===== config.mk =====
export PLATFORM = sky130hd
export DESIGN_NAME = store_write_buffer_flat
export DESIGN_NICKNAME = d
export VERILOG_FILES = /design/src/rtl/store_write_buffer_if.sv /design/src/rtl/store_write_buffer.sv /design/src/flat_wrapper.sv
export SDC_FILE = /design/constraint.sdc
export NUM_CORES = 1
export LEC_CHECK = 0
export ABC_AREA = 1
export BUFFER_PORTS_ARGS = -buffer_cell sky130_fd_sc_hd__buf_2
export CAP_MARGIN = 20
export CORE_ASPECT_RATIO = 1.2
export CORE_MARGIN = 2
export CORE_UTILIZATION = 51
export CTS_CLUSTER_SIZE = 30
export DETAILED_ROUTE_END_ITERATION = 7
export HOLD_SLACK_MARGIN = 0.15
export PLACE_DENSITY = 0.75
export SYNTH_ARGS = -nofsm -noshare
export SYNTH_HDL_FRONTEND = slang
export SYNTH_SLANG_ARGS = --single-unit

===== constraint.sdc =====
create_clock -name clk_i -period 3.7 [get_ports clk_i]
set_clock_uncertainty 0.1 [all_clocks]
set_input_delay 0.37 -clock clk_i [delete_from_list [all_inputs] [get_ports clk_i]]
set_output_delay 0.37 -clock clk_i [all_outputs]
set_load 0.005 [all_outputs]

===== src/rtl/store_write_buffer_if.sv =====
`default_nettype none
// ============================================================================
//  Module   : store_write_buffer_if
//  Purpose  : Bundles the commit-side store handshake, the LSU load/forwarding
//             lookup and the memory-controller write channel of the store
//             write buffer into one interface.
//  Modports : master - commit unit / LSU / memory controller side
//             slave  - store_write_buffer side
//  Signals  : write_mem_req, store_addr, store_data, write_mem_req_granted
//             load_req, load_addr, fwd_hit, fwd_data
//             mem_wr_req, mem_wr_addr, mem_wr_data, mem_wr_ack
//             buf_full, buf_empty
//  Revision : 1.0 - initial release
// ============================================================================
interface store_write_buffer_if #(
  parameter int ADDR_W = 32,
  parameter int DATA_W = 32
);
  logic              write_mem_req;
  logic [ADDR_W-1:0] store_addr;
  logic [DATA_W-1:0] store_data;
  logic              write_mem_req_granted;
  logic              load_req;
  logic [ADDR_W-1:0] load_addr;
  logic              mem_wr_req;
  logic [ADDR_W-1:0] mem_wr_addr;
  logic [DATA_W-1:0] mem_wr_data;
  logic              mem_wr_ack;
  logic              buf_full;
  logic              buf_empty;
  logic              fwd_hit;
  logic [DATA_W-1:0] fwd_data;

  modport master (
    output write_mem_req, store_addr, store_data, load_req, load_addr, mem_wr_ack,
    input  write_mem_req_granted, mem_wr_req, mem_wr_addr, mem_wr_data,
           buf_full, buf_empty, fwd_hit, fwd_data
  );

  modport slave (
    input  write_mem_req, store_addr, store_data, load_req, load_addr, mem_wr_ack,
    output write_mem_req_granted, mem_wr_req, mem_wr_addr, mem_wr_data,
           buf_full, buf_empty, fwd_hit, fwd_data
  );
endinterface
`default_nettype wire


===== src/rtl/store_write_buffer.sv =====
`default_nettype none
// ============================================================================
//  Module   : store_write_buffer
//  Purpose  : Memory-side responder for committed stores. Accepts store
//             address/data into a DEPTH-entry FIFO, grants each store with a
//             registered one-cycle pulse, and drains the FIFO in strict order
//             to the memory controller over a req/ack handshake. Loads own the
//             memory port unless the buffer is full.
//  Ports    : clk_i  - system clock
//             rst_ni - asynchronous active-low reset
//             bus    - store_write_buffer_if.slave (commit, LSU, memory side)
//  Options  : STORE_FWD_EN - when defined, builds store-to-load forwarding
//             (fwd_hit/fwd_data from the youngest matching buffered entry);
//             otherwise fwd_hit/fwd_data are tied to zero.
//  Revision : 1.0 - initial release
// ============================================================================
module store_write_buffer #(
  parameter int DEPTH  = 4,
  parameter int PTR_W  = 2,
  parameter int ADDR_W = 32,
  parameter int DATA_W = 32
) (
  input  logic                clk_i,
  input  logic                rst_ni,
  store_write_buffer_if.slave bus
);

  typedef enum logic [0:0] {
    IDLE  = 1'b0,
    ISSUE = 1'b1
  } state_e;

  localparam logic [PTR_W:0] c_FULL_CNT = (PTR_W+1)'(DEPTH);

  state_e            state_q,  state_d;
  logic [PTR_W-1:0]  rd_ptr_q, rd_ptr_d;
  logic [PTR_W-1:0]  wr_ptr_q, wr_ptr_d;
  logic [PTR_W:0]    count_q,  count_d;
  logic              grant_q,  grant_d;

  logic [ADDR_W-1:0] addr_mem_q [DEPTH];
  logic [DATA_W-1:0] data_mem_q [DEPTH];

  logic              full;
  logic              empty;
  logic              enq;
  logic              deq;

  assign full  = (count_q == c_FULL_CNT);
  assign empty = (count_q == '0);

  // A request seen while the grant pulse is high belongs to the store just
  // granted (commit drops req in reaction to the grant), so it is ignored.
  assign enq = bus.write_mem_req & ~full & ~grant_q;
  assign deq = (state_q == ISSUE) & bus.mem_wr_ack;

  always_comb begin
    state_d  = state_q;
    rd_ptr_d = rd_ptr_q;
    wr_ptr_d = wr_ptr_q;
    count_d  = count_q;
    grant_d  = enq;

    unique case (state_q)
      IDLE: begin
        // Loads win the port unless the buffer is full and would stall commit.
        if (!empty && (!bus.load_req || full)) begin
          state_d = ISSUE;
        end
      end
      ISSUE: begin
        // Once issued the request is held until ack, regardless of load_req.
        if (bus.mem_wr_ack) begin
          state_d = IDLE;
        end
      end
      default: state_d = IDLE;
    endcase

    if (enq) begin
      wr_ptr_d = wr_ptr_q + 1'b1;
    end
    if (deq) begin
      rd_ptr_d = rd_ptr_q + 1'b1;
    end

    unique case ({enq, deq})
      2'b10:   count_d = count_q + 1'b1;
      2'b01:   count_d = count_q - 1'b1;
      default: count_d = count_q;
    endcase
  end

  always_ff @(posedge clk_i or negedge rst_ni) begin
    if (!rst_ni) begin
      state_q  <= IDLE;
      rd_ptr_q <= '0;
      wr_ptr_q <= '0;
      count_q  <= '0;
      grant_q  <= 1'b0;
    end else begin
      state_q  <= state_d;
      rd_ptr_q <= rd_ptr_d;
      wr_ptr_q <= wr_ptr_d;
      count_q  <= count_d;
      grant_q  <= grant_d;
    end
  end

  // Entry storage needs no reset: validity is defined by rd_ptr/count only.
  always_ff @(posedge clk_i) begin
    if (enq) begin
      addr_mem_q[wr_ptr_q] <= bus.store_addr;
      data_mem_q[wr_ptr_q] <= bus.store_data;
    end
  end

  assign bus.write_mem_req_granted = grant_q;
  assign bus.mem_wr_req            = (state_q == ISSUE);
  assign bus.mem_wr_addr           = addr_mem_q[rd_ptr_q];
  assign bus.mem_wr_data           = data_mem_q[rd_ptr_q];
  assign bus.buf_full              = full;
  assign bus.buf_empty             = empty;

  // Byte-offset bits never take part in the word-address match.
  logic unused_load_addr;
  assign unused_load_addr = ^bus.load_addr;

`ifdef STORE_FWD_EN
  // Walk valid entries oldest to youngest; a later match overrides an earlier
  // one, so the result is the youngest matching store.
  always_comb begin
    bus.fwd_hit  = 1'b0;
    bus.fwd_data = '0;
    for (int k = 0; k < DEPTH; k++) begin
      if (((PTR_W+1)'(k) < count_q) &&
          (addr_mem_q[rd_ptr_q + PTR_W'(k)][ADDR_W-1:2] == bus.load_addr[ADDR_W-1:2])) begin
        bus.fwd_hit  = 1'b1;
        bus.fwd_data = data_mem_q[rd_ptr_q + PTR_W'(k)];
      end
    end
  end
`else
  assign bus.fwd_hit  = 1'b0;
  assign bus.fwd_data = '0;
`endif

endmodule
`default_nettype wire


===== src/flat_wrapper.sv =====
// flat-port wrapper written by rule: the top's interface ports become plain ports
module store_write_buffer_flat 
#(
  parameter int DEPTH  = 4,
  parameter int PTR_W  = 2,
  parameter int ADDR_W = 32,
  parameter int DATA_W = 32
)
  (clk_i, rst_ni, bus_write_mem_req, bus_store_addr, bus_store_data, bus_load_req, bus_load_addr, bus_mem_wr_ack, bus_write_mem_req_granted, bus_mem_wr_req, bus_mem_wr_addr, bus_mem_wr_data, bus_buf_full, bus_buf_empty, bus_fwd_hit, bus_fwd_data);
  store_write_buffer_if #(.ADDR_W(ADDR_W), .DATA_W(DATA_W)) bus_i ();
  input  logic clk_i;
  input  logic rst_ni;
  input wire logic [$bits(bus_i.write_mem_req)-1:0] bus_write_mem_req;
  input wire logic [$bits(bus_i.store_addr)-1:0] bus_store_addr;
  input wire logic [$bits(bus_i.store_data)-1:0] bus_store_data;
  input wire logic [$bits(bus_i.load_req)-1:0] bus_load_req;
  input wire logic [$bits(bus_i.load_addr)-1:0] bus_load_addr;
  input wire logic [$bits(bus_i.mem_wr_ack)-1:0] bus_mem_wr_ack;
  output wire logic [$bits(bus_i.write_mem_req_granted)-1:0] bus_write_mem_req_granted;
  output wire logic [$bits(bus_i.mem_wr_req)-1:0] bus_mem_wr_req;
  output wire logic [$bits(bus_i.mem_wr_addr)-1:0] bus_mem_wr_addr;
  output wire logic [$bits(bus_i.mem_wr_data)-1:0] bus_mem_wr_data;
  output wire logic [$bits(bus_i.buf_full)-1:0] bus_buf_full;
  output wire logic [$bits(bus_i.buf_empty)-1:0] bus_buf_empty;
  output wire logic [$bits(bus_i.fwd_hit)-1:0] bus_fwd_hit;
  output wire logic [$bits(bus_i.fwd_data)-1:0] bus_fwd_data;
  assign bus_i.write_mem_req = bus_write_mem_req;
  assign bus_i.store_addr = bus_store_addr;
  assign bus_i.store_data = bus_store_data;
  assign bus_i.load_req = bus_load_req;
  assign bus_i.load_addr = bus_load_addr;
  assign bus_i.mem_wr_ack = bus_mem_wr_ack;
  assign bus_write_mem_req_granted = bus_i.write_mem_req_granted;
  assign bus_mem_wr_req = bus_i.mem_wr_req;
  assign bus_mem_wr_addr = bus_i.mem_wr_addr;
  assign bus_mem_wr_data = bus_i.mem_wr_data;
  assign bus_buf_full = bus_i.buf_full;
  assign bus_buf_empty = bus_i.buf_empty;
  assign bus_fwd_hit = bus_i.fwd_hit;
  assign bus_fwd_data = bus_i.fwd_data;
  store_write_buffer #(.DEPTH(DEPTH), .PTR_W(PTR_W), .ADDR_W(ADDR_W), .DATA_W(DATA_W)) u_core (.clk_i(clk_i), .rst_ni(rst_ni), .bus(bus_i));
endmodule

==> results.sh, run 1 <==
export IMPL_root_buffer="clkbuf_16"
export IMPL_drt_iter0_markers=325
export IMPL_crit_buf_inv=3
export IMPL_clkSlewWorstSetupHoldPaths_ns=0.06
export IMPL_power_density_nw_per_um2=734.2
export IMPL_grt_pass1_vias=6565
export IMPL_hold_path_class="register to register"
export IMPL_clockBufferDepth=3
export IMPL_grt_total_usage_pct=17.11
export IMPL_dieArea_um2=23870
export IMPL_place_gp_congestion=0.7132
export IMPL_cts_sinks=265
export IMPL_r2r_setup_slack_ns=1.55
export IMPL_crit_slowest_cell="dfrtp_4"
export IMPL_yosysMostFrequentCell="edfxtp_1"
export IMPL_post_cts_buffers=0
export IMPL_grt_overflow=0
export IMPL_cp_startpoint="u_core.rd_ptr_q[1]$_DFFE_PN0P_"
export IMPL_drt_vias_per_instance=4.926
export IMPL_max_slew_margin_pct=60.52
export IMPL_placementRows=60
export IMPL_drcViolationCount=0
export IMPL_final_core_util_pct=61.69
export IMPL_die_h_um=168.8
export IMPL_critPathCaptureType="output pin"
export IMPL_drt_wl_total_um=20550
export IMPL_hold_viol_final=0
export IMPL_r2r_cells=5
export IMPL_ys_top_cells_by_count="edfxtp_1, nand2_1, inv_1, o211ai_2, o211ai_1"
export IMPL_tightest_slew_ns=0.5922
export IMPL_leakagePower_nw=5.654
export IMPL_fmax_mhz=348.4
export IMPL_cts_tree="yes"
export IMPL_finalCritPeriodShare_pct=77.58
export IMPL_peakVddDrop_mv=0.5599
export IMPL_core_um2=22300
export IMPL_post_cts_resize_count=0
export IMPL_max_stage_delay_ns=0.78
export IMPL_synth_cell_types=27
export IMPL_crit_chain="clkinv_2, buf_4, o211ai_1, nand2_1, buf_2"
export IMPL_ant_nets=0
export IMPL_yosysTopAreaCellShare_pct=66.57
export IMPL_outcome="complete, no violations"
export IMPL_crit_path_max_fanout=38
export IMPL_synthTopCellsByArea="edfxtp_1, o211ai_2, nand2_1"
export IMPL_ios=202
export IMPL_cp_start_kind="register"
export IMPL_numCtsBuffers=25
export IMPL_avgRoutedWirePerCell_um=15.28
export IMPL_ctsHtreeMaxLevel=1
export IMPL_final_net_count=1155
export IMPL_grt_max_degree=97
export IMPL_synth_area_um2=11550
export IMPL_wl_met2_um=10860
export IMPL_synthFlopType="edfxtp_1"
export IMPL_power_mw=10.10
export IMPL_slew_violations=0
export IMPL_rsz0062_at_grt="no"
export IMPL_avgSynthCellArea_um2=13.65
export IMPL_top_layer_used="met4"
export IMPL_drive_above_1_share_pct=28.80
export IMPL_initial_utilization_pct=51.80
export IMPL_yosysTopAreaCell="edfxtp_1"
export IMPL_cp_top_family="buffers and inverters"
export IMPL_synth_seq_area_share_pct=68.52
export IMPL_port_buffers=136
export IMPL_maxCapViolCount=0
export IMPL_synth_seq_cells=265
export IMPL_cts_hold_buf=69
export IMPL_grt_pass1_wl_um=32400
export IMPL_synthArstFlopShare_pct=3.396
export IMPL_worst_path_stages=5
export IMPL_synthToLayoutAreaGrowth_pct=19.11
export IMPL_wl_met3_um=1070
export IMPL_critPathRequiredTime_ns=3.23
export IMPL_setup_viol=0
export IMPL_final_min_clock_period_ns=2.871
export IMPL_insertion_delay_ns=0.51
export IMPL_vias=6625
export IMPL_r2r_start="u_core.count_q[0]$_DFFE_PN0P_"
export IMPL_synthCells=846
export IMPL_n_antenna_cell=0
export IMPL_antenna_found_initial=0
export IMPL_dp_hpwl_um=11640
export IMPL_timing_rr_end="u_core.addr_mem_q[1][13]$_DFFE_PP_"
export IMPL_synth_edff_count=256
export IMPL_path_class="register to output pin"
export IMPL_worstPathArrival_ns=2.40
export IMPL_synth_warning_count=0
export IMPL_met1_length_um=8211
export IMPL_crit_path_end="bus_mem_wr_addr[12]"
export IMPL_dr_pass1_iters=5
export IMPL_die_width_um=141.4
## flip-flops by register name (all words and copies together) (netlist names)
| signal | flops |
|---|---|
| u_core.wr_ptr_q | 2 |
| u_core.rd_ptr_q | 2 |
| u_core.addr_mem_q | 128 |
| u_core.bus.mem_wr_req | 1 |
| u_core.data_mem_q | 128 |
| u_core.count_q | 3 |
| u_core.bus.write_mem_req_granted | 1 |
## kinds of logic (layout without fill, tap and decap cells)
family,count (synthesis),after routing,share of synthesized area (%)
simple gates,219,219,8.061
other cells,1,33,0.03247
xor+xnor,3,3,0.2276
flops,265,265,68.52
compound gates,130,130,11.53
fa+ha+maj,6,6,0.7151
buf+inv,222,410,10.92
## worst reg2reg max path, delay by kind of cell, from the launching register on
family	cells	cell delay [ns]
buffers and inverters	2	0.45
DFF	1	0.41
and+or+nand+nor	3	0.83
## power by group
group          leakage, nW  switching, mW  internal (mW)
sequential            2.44          0.229           3.82
clock                0.432           1.05           1.66
combinational         2.78           2.07           1.27
total                 5.65           3.35           6.75
## worst min-delay path by stage
stage,startpoint,to,slack [ns],depth (start not counted)
after floorplan,rst_ni,u_core.bus.mem_wr_req$_DFF_PN0_,-0.03,0
after global placement,rst_ni,u_core.bus.mem_wr_req$_DFF_PN0_,0.14,1
after detailed placement,rst_ni,u_core.bus.mem_wr_req$_DFF_PN0_,0.14,1
after CTS,u_core.wr_ptr_q[0]$_DFFE_PN0P_,u_core.wr_ptr_q[0]$_DFFE_PN0P_,0.44,2
after global routing,u_core.count_q[0]$_DFFE_PN0P_,u_core.count_q[0]$_DFFE_PN0P_,0.46,1
final,u_core.wr_ptr_q[0]$_DFFE_PN0P_,u_core.wr_ptr_q[0]$_DFFE_PN0P_,0.43,2
## stage by stage
stage / setup TNS (ns) / instance area (µm²) / setup slack (ns) / std cells / hold slack, ns
after floorplan: -71.67 / 11670 / -0.2799 / 878 / -0.02559
after global placement: 0 / 12190 / 1.345 / 1231 / 0.1399
after detailed placement: 0 / 12190 / 1.348 / 1231 / 0.1430
after CTS: 0 / 13760 / 0.7885 / 1345 / 0.4362
after global routing: 0 / 13760 / 0.6870 / 1345 / 0.4638
final: 0 / 13760 / 0.8294 / 1345 / 0.4280
## placed cells by master (no fill, tap or decap), types with 25 or more instances in the layout
cell type	synthesis	layout
dlygate4sd3_1	0	69
conb_1	1	33
o211ai_1	56	56
clkbuf_16	0	25
edfxtp_1	256	256
o211ai_2	72	72
nand2_1	169	169
buf_2	7	136
inv_1	143	143
nand2_2	37	37
## layout make-up
class	count	area [µm²]
inverters	148	564.3
fillers	1594	8541
clock buffers	29	640.6
repair buffers	217	1524
well taps	279	349.1
clock inverters	16	236.5
flip-flops and latches	265	7916
multi-input cells	391	2525
## metal layers
metal,GRT usage [%],vias to the layer above
met5,0,-
met4,5.391,0
met3,2.348,32
met2,32.21,189
met1,20.15,3146
li1,-,3258
Power figures use the tool's default switching activity.
==> run 2: changes to the inputs <==
--- a/config.mk
+++ b/config.mk
@@ -10,11 +10,11 @@
 export CAP_MARGIN = 20
 export CORE_ASPECT_RATIO = 1.2
 export CORE_MARGIN = 2
-export CORE_UTILIZATION = 51
+export CORE_UTILIZATION = 56
 export CTS_CLUSTER_SIZE = 30
 export DETAILED_ROUTE_END_ITERATION = 7
 export HOLD_SLACK_MARGIN = 0.15
-export PLACE_DENSITY = 0.75
+export PLACE_DENSITY = 0.78
 export SYNTH_ARGS = -nofsm -noshare
 export SYNTH_HDL_FRONTEND = slang
 export SYNTH_SLANG_ARGS = --single-unit
==> constraint.sdc (replaced) <==
create_clock -name clk_i -period 2.7 [get_ports clk_i]
set_clock_uncertainty 0.1 [all_clocks]
set_input_delay 0.27 -clock clk_i [delete_from_list [all_inputs] [get_ports clk_i]]
set_output_delay 0.27 -clock clk_i [all_outputs]
set_load 0.005 [all_outputs]
==> results.sh, run 2 (same netlist as run 1, synthesis figures left out) <==
export IMPL_grt_pass1_vias=6785
export IMPL_worstPathArrival_ns=2.12
export IMPL_multi_input_area_um2=2525
export IMPL_avgRoutedWirePerCell_um=15.95
export IMPL_port_buffers=136
export IMPL_ant_nets=0
export IMPL_largest_registers="u_core.addr_mem_q x128, u_core.data_mem_q x128, u_core.count_q x3"
export IMPL_place_area_um2=12280
export IMPL_synthToLayoutAreaGrowth_pct=19.96
export IMPL_r2r_setup_slack_ns=0.51
export IMPL_post_cts_buffers=0
export IMPL_register_area_um2=7916
export IMPL_cts_sinks=265
export IMPL_initial_utilization_pct=57.02
export IMPL_outcome="complete, no violations"
export IMPL_drcViolationCount=0
export IMPL_finalCritPeriodShare_pct=92.25
export IMPL_critPathRequiredTime_ns=2.33
export IMPL_die_width_um=135.1
export IMPL_tightest_slew_ns=0.7001
export IMPL_root_buffer="clkbuf_16"
export IMPL_grt_pass1_wl_um=33520
export IMPL_numCtsBuffers=26
export IMPL_dieArea_um2=21790
export IMPL_final_min_clock_period_ns=2.491
export IMPL_cp_start_kind="register"
export IMPL_final_cell_area_um2=13850
export IMPL_dr_pass1_iters=5
export IMPL_rsz0062_at_grt="no"
export IMPL_leakagePower_nw=5.703
export IMPL_drt_vias_per_instance=5.066
export IMPL_clkSlewWorstSetupHoldPaths_ns=0.06
export IMPL_hold_viol_final=0
export IMPL_peakVddDrop_mv=0.7602
export IMPL_place_gp_congestion=0.7397
export IMPL_placementRows=57
export IMPL_slew_violations=0
export IMPL_fmax_mhz=401.5
export IMPL_clockBufferDepth=3
export IMPL_hold_path_class="input pin to register"
export IMPL_cts_tree="yes"
export IMPL_grt_overflow=0
export IMPL_max_slew_margin_pct=53.33
export IMPL_maxCapViolCount=0
export IMPL_insertion_delay_ns=0.51
export IMPL_setup_viol=0
export IMPL_die_h_um=161.3
export IMPL_drive_above_1_share_pct=29.16
export IMPL_core_um2=20250
export IMPL_power_density_nw_per_um2=1009
export IMPL_ctsHtreeMaxLevel=1
export IMPL_path_class="register to output pin"
export IMPL_final_cell_mix="edfxtp_1, nand2_1, inv_1"
export IMPL_drt_iter0_markers=339
export IMPL_ios=202
export IMPL_grt_max_degree=76
export IMPL_vias=6803
export IMPL_grt_total_usage_pct=19.59
export IMPL_dp_hpwl_um=12180
export IMPL_antenna_found_initial=1
export IMPL_critPathCaptureType="output pin"
export IMPL_drt_wl_total_um=21430
export IMPL_mostFrequentLayoutCell="edfxtp_1"
export IMPL_final_net_count=1164
export IMPL_crit_path_max_fanout=75
export IMPL_setup_tns_ns=0
export IMPL_fillers=1391
run 2: cell types whose count changed in the layout (fill, tap and decap cells not counted):
| cell | before | now |
|---|---|---|
| buf_12 | 5 | 9 |
| buf_4 | 7 | 10 |
| buf_6 | 0 | 1 |
| bufinv_16 | 6 | 4 |
| clkbuf_1 | 4 | 9 |
| clkbuf_16 | 25 | 27 |
| clkinv_1 | 3 | 2 |
| clkinv_2 | 6 | 5 |
| clkinv_4 | 1 | 0 |
| clkinvlp_4 | 0 | 1 |
| diode_2 | 0 | 1 |
run 2: final cells by class:
cell class	count	share of cell area [%]
Multi-Input combinational cell	391	18.23
Antenna cell	1	0.01806
Clock buffer	36	5.121
Sequential cell	265	57.14
Inverter	148	4.073
Clock inverter	12	1.201
Timing Repair Buffer	225	11.82
Tap cell	265	2.393
run 2: critical path, stage by stage, from the launching register on:
cell      delay, ns
dfrtp_1        0.43
inv_8          0.38
buf_4          0.32
nand2_1        0.08
o211ai_1       0.11
nand2_1        0.11
buf_2          0.15
run 2: through the flow:
stage          instances  total power [mW]  util, %  worst slack (ns)  hold WS [ns]
2_1_floorplan        878             9.090        -           -0.2294       -0.1256
6_report            1343             13.98    68.40            0.2091        0.3960
3_5_place_dp        1225             10.34    60.63            0.5683       0.03952
3_3_place_gp        1225             10.20    60.63            0.5727       0.04258
4_1_cts             1342             14.07    68.37            0.1254        0.3746
5_1_grt             1343             14.81    68.40           0.06803        0.3779
run 2: per-layer routing:
layer	wire length (µm)	global-route usage (%)	share of wire, %
met4	510	6.534	2.4
met1	8495	23.45	40
met5	0	0	0
met3	1092	2.950	5.1
met2	11330	36.04	53
run 2: repair_timing:
action                                  in CTS  in global routing
gates resized for setup                      0                  1
hold buffers                                69                  0
endpoints found under the setup margin       0                  3
hold endpoints to repair                   270                  0
run 2: final timing paths:
kind                       cells after the start                            from                                end
min                                            2               bus_store_data[7]  u_core.data_mem_q[1][7]$_DFFE_PP_
max                                            6  u_core.rd_ptr_q[0]$_DFFE_PN0P_                bus_mem_wr_addr[22]
max in group asynchronous                      3                          rst_ni     u_core.rd_ptr_q[1]$_DFFE_PN0P_
max reg2reg                                   10   u_core.count_q[0]$_DFFE_PN0P_      u_core.count_q[2]$_DFFE_PN0P_
min in group asynchronous                      3                          rst_ni      u_core.count_q[1]$_DFFE_PN0P_
min reg2reg                                    2  u_core.wr_ptr_q[1]$_DFFE_PN0P_     u_core.wr_ptr_q[1]$_DFFE_PN0P_
run 2: report_power, final:
group	switching, mW	internal (mW)
clock	1.43	2.22
combinational	3.01	1.87
sequential	0.212	5.23
==> run 3: changes to the inputs <==
--- a/config.mk
+++ b/config.mk
@@ -15,6 +15,7 @@
 export DETAILED_ROUTE_END_ITERATION = 7
 export HOLD_SLACK_MARGIN = 0.15
 export PLACE_DENSITY = 0.78
+export SKIP_LAST_GASP = 1
 export SYNTH_ARGS = -nofsm -noshare
 export SYNTH_HDL_FRONTEND = slang
 export SYNTH_SLANG_ARGS = --single-unit
==> constraint.sdc (replaced) <==
create_clock -name clk_i -period 2.7 [get_ports clk_i]
set_clock_uncertainty 0.1 [all_clocks]
set_input_delay 0.135 -clock clk_i [delete_from_list [all_inputs] [get_ports clk_i]]
set_output_delay 0.135 -clock clk_i [all_outputs]
set_load 0.005 [all_outputs]
==> results.sh, run 3 (same netlist as run 1, synthesis figures left out) <==
export IMPL_outcome="complete, no violations"
export IMPL_drive_above_1_share_pct=29.37
export IMPL_final_net_count=1163
export IMPL_drt_iter0_markers=419
export IMPL_drt_vias_per_instance=5.058
export IMPL_r2r_setup_slack_ns=0.48
export IMPL_final_cells=1341
export IMPL_mostFrequentLayoutCell="edfxtp_1"
export IMPL_port_buffers=136
export IMPL_cp_start_kind="register"
export IMPL_power_density_nw_per_um2=1018
export IMPL_r2r_start="u_core.count_q[0]$_DFFE_PN0P_"
export IMPL_timing_rr_end="u_core.count_q[2]$_DFFE_PN0P_"
export IMPL_final_cell_mix="edfxtp_1, nand2_1, inv_1"
export IMPL_ctsHtreeMaxLevel=1
export IMPL_hold_path_endpoint="u_core.addr_mem_q[2][14]$_DFFE_PP_"
export IMPL_ios=202
export IMPL_setup_tns_ns=0
export IMPL_cp_top_family="buffers and inverters"
export IMPL_rsz0062_at_grt="no"
export IMPL_max_stage_delay_ns=0.43
export IMPL_worstPathArrival_ns=2.12
export IMPL_numCtsBuffers=26
export IMPL_grt_pass1_vias=6642
export IMPL_grt_pass1_wl_um=33480
export IMPL_crit_chain="inv_8, buf_4, nand2_1, o211ai_1, nand2_1, buf_2"
export IMPL_holdPathStages=2
export IMPL_final_min_clock_period_ns=2.357
export IMPL_largest_registers="u_core.addr_mem_q x128, u_core.data_mem_q x128, u_core.count_q x3"
export IMPL_tightest_slew_ns=0.6102
export IMPL_place_gp_congestion=0.7126
export IMPL_maxCapViolCount=0
export IMPL_crit_slowest_cell="dfrtp_1"
export IMPL_slew_violations=0
export IMPL_finalCritPeriodShare_pct=87.29
export IMPL_fin_hold_ws_ns=0.2639
export IMPL_crit_path_max_fanout=82
export IMPL_drt_wl_total_um=21370
export IMPL_dp_hpwl_um=11860
export IMPL_ant_nets=0
export IMPL_path_class="register to output pin"
export IMPL_r2r_cells=10
export IMPL_critPathCaptureType="output pin"
export IMPL_core_um2=20250
export IMPL_min_from="bus_store_addr[14]"
export IMPL_initial_utilization_pct=57.02
export IMPL_die_h_um=161.3
export IMPL_grt_overflow=0
export IMPL_crit_buf_inv=3
export IMPL_critPathRequiredTime_ns=2.47
export IMPL_grt_max_degree=83
export IMPL_leakagePower_nw=5.705
export IMPL_avgRoutedWirePerCell_um=15.93
export IMPL_max_slew_margin_pct=59.32
export IMPL_cts_sinks=265
export IMPL_setup_viol=0
export IMPL_drcViolationCount=0
export IMPL_fmax_mhz=424.3
export IMPL_vias=6783
export IMPL_clockBufferDepth=3
export IMPL_dpl_cell_count=1224
export IMPL_insertion_delay_ns=0.51
export IMPL_die_width_um=135.1
export IMPL_hold_path_class="input pin to register"
export IMPL_clkSlewWorstSetupHoldPaths_ns=0.06
export IMPL_root_buffer="clkbuf_16"
export IMPL_antenna_found_initial=0
export IMPL_grt_total_usage_pct=19.53
export IMPL_synthToLayoutAreaGrowth_pct=19.83
export IMPL_cts_tree="yes"
export IMPL_n_antenna_cell=0
export IMPL_hold_viol_final=0
export IMPL_dr_pass1_iters=4
export IMPL_placementRows=57
export IMPL_dieArea_um2=21790
export IMPL_crit_top_cell="nand2_1"
export IMPL_peakVddDrop_mv=0.8332
==> run 3: cell types whose count changed in the layout (fill, tap and decap cells not counted), sizes merged <==
cell and delta:
inv -1, buf -1, clkinvlp +1, clkinv +3, clkbuf -4, diode -1
bufinv +1
==> run 3: worst max-delay path by stage <==
stage               slack [ns]  cells after the start                                        from                                 to
floorplan                -0.23                      3  u_core.bus.write_mem_req_granted$_DFF_PN0_  u_core.addr_mem_q[0][0]$_DFFE_PP_
global placement          0.59                     10               u_core.count_q[0]$_DFFE_PN0P_      u_core.count_q[2]$_DFFE_PN0P_
detailed placement        0.53                     10               u_core.count_q[0]$_DFFE_PN0P_      u_core.count_q[2]$_DFFE_PN0P_
CTS                       0.30                      6              u_core.rd_ptr_q[0]$_DFFE_PN0P_                 bus_mem_wr_addr[3]
global route              0.20                      6              u_core.rd_ptr_q[0]$_DFFE_PN0P_                 bus_mem_wr_addr[3]
finish                    0.34                      6              u_core.rd_ptr_q[0]$_DFFE_PN0P_                bus_mem_wr_addr[12]
==> run 3: metal layers <==
layer  global-route usage, %  share of wire [%]
met3                   2.793                4.8
met4                   6.203                2.5
met1                   24.41                 41
met2                   35.12                 52
met5                       0                  0
==> run 3: what timing repair did <==
action	in CTS	in global routing
endpoints found under the hold margin	273	0
endpoints found under the setup margin	0	0
resized for setup	0	0
hold buffers	69	0
buffers inserted	0	0
==> run 3: area by class of cell <==
cell class / instances / area [µm²]
Sequential cell: 265 / 7916
Tap cell: 265 / 331.6
Timing Repair Buffer: 224 / 1589
Multi-Input combinational cell: 391 / 2525
Inverter: 148 / 564.3
Fill cell: 1399 / 6416
Clock inverter: 16 / 217.7
Clock buffer: 32 / 694.4
==> run 3: through the flow <==
step           util (%)  area, µm²  worst slack (ns)  total power, mW
4_1_cts           68.32      13840            0.2964            14.22
3_3_place_gp      60.41      12240            0.5948            10.18
5_1_grt           68.32      13840            0.1964            14.90
3_5_place_dp      60.41      12240            0.5311            10.33
6_report          68.32      13840            0.3432            14.09
2_1_floorplan         -      11680           -0.2294            9.090
==> run 3: where the power goes <==
group          switching [mW]  leakage, nW  internal [mW]  total [mW]
combinational            2.97         2.83           1.84        4.81
clock                    1.47        0.441           2.31        3.78
sequential              0.266         2.44           5.23        5.50
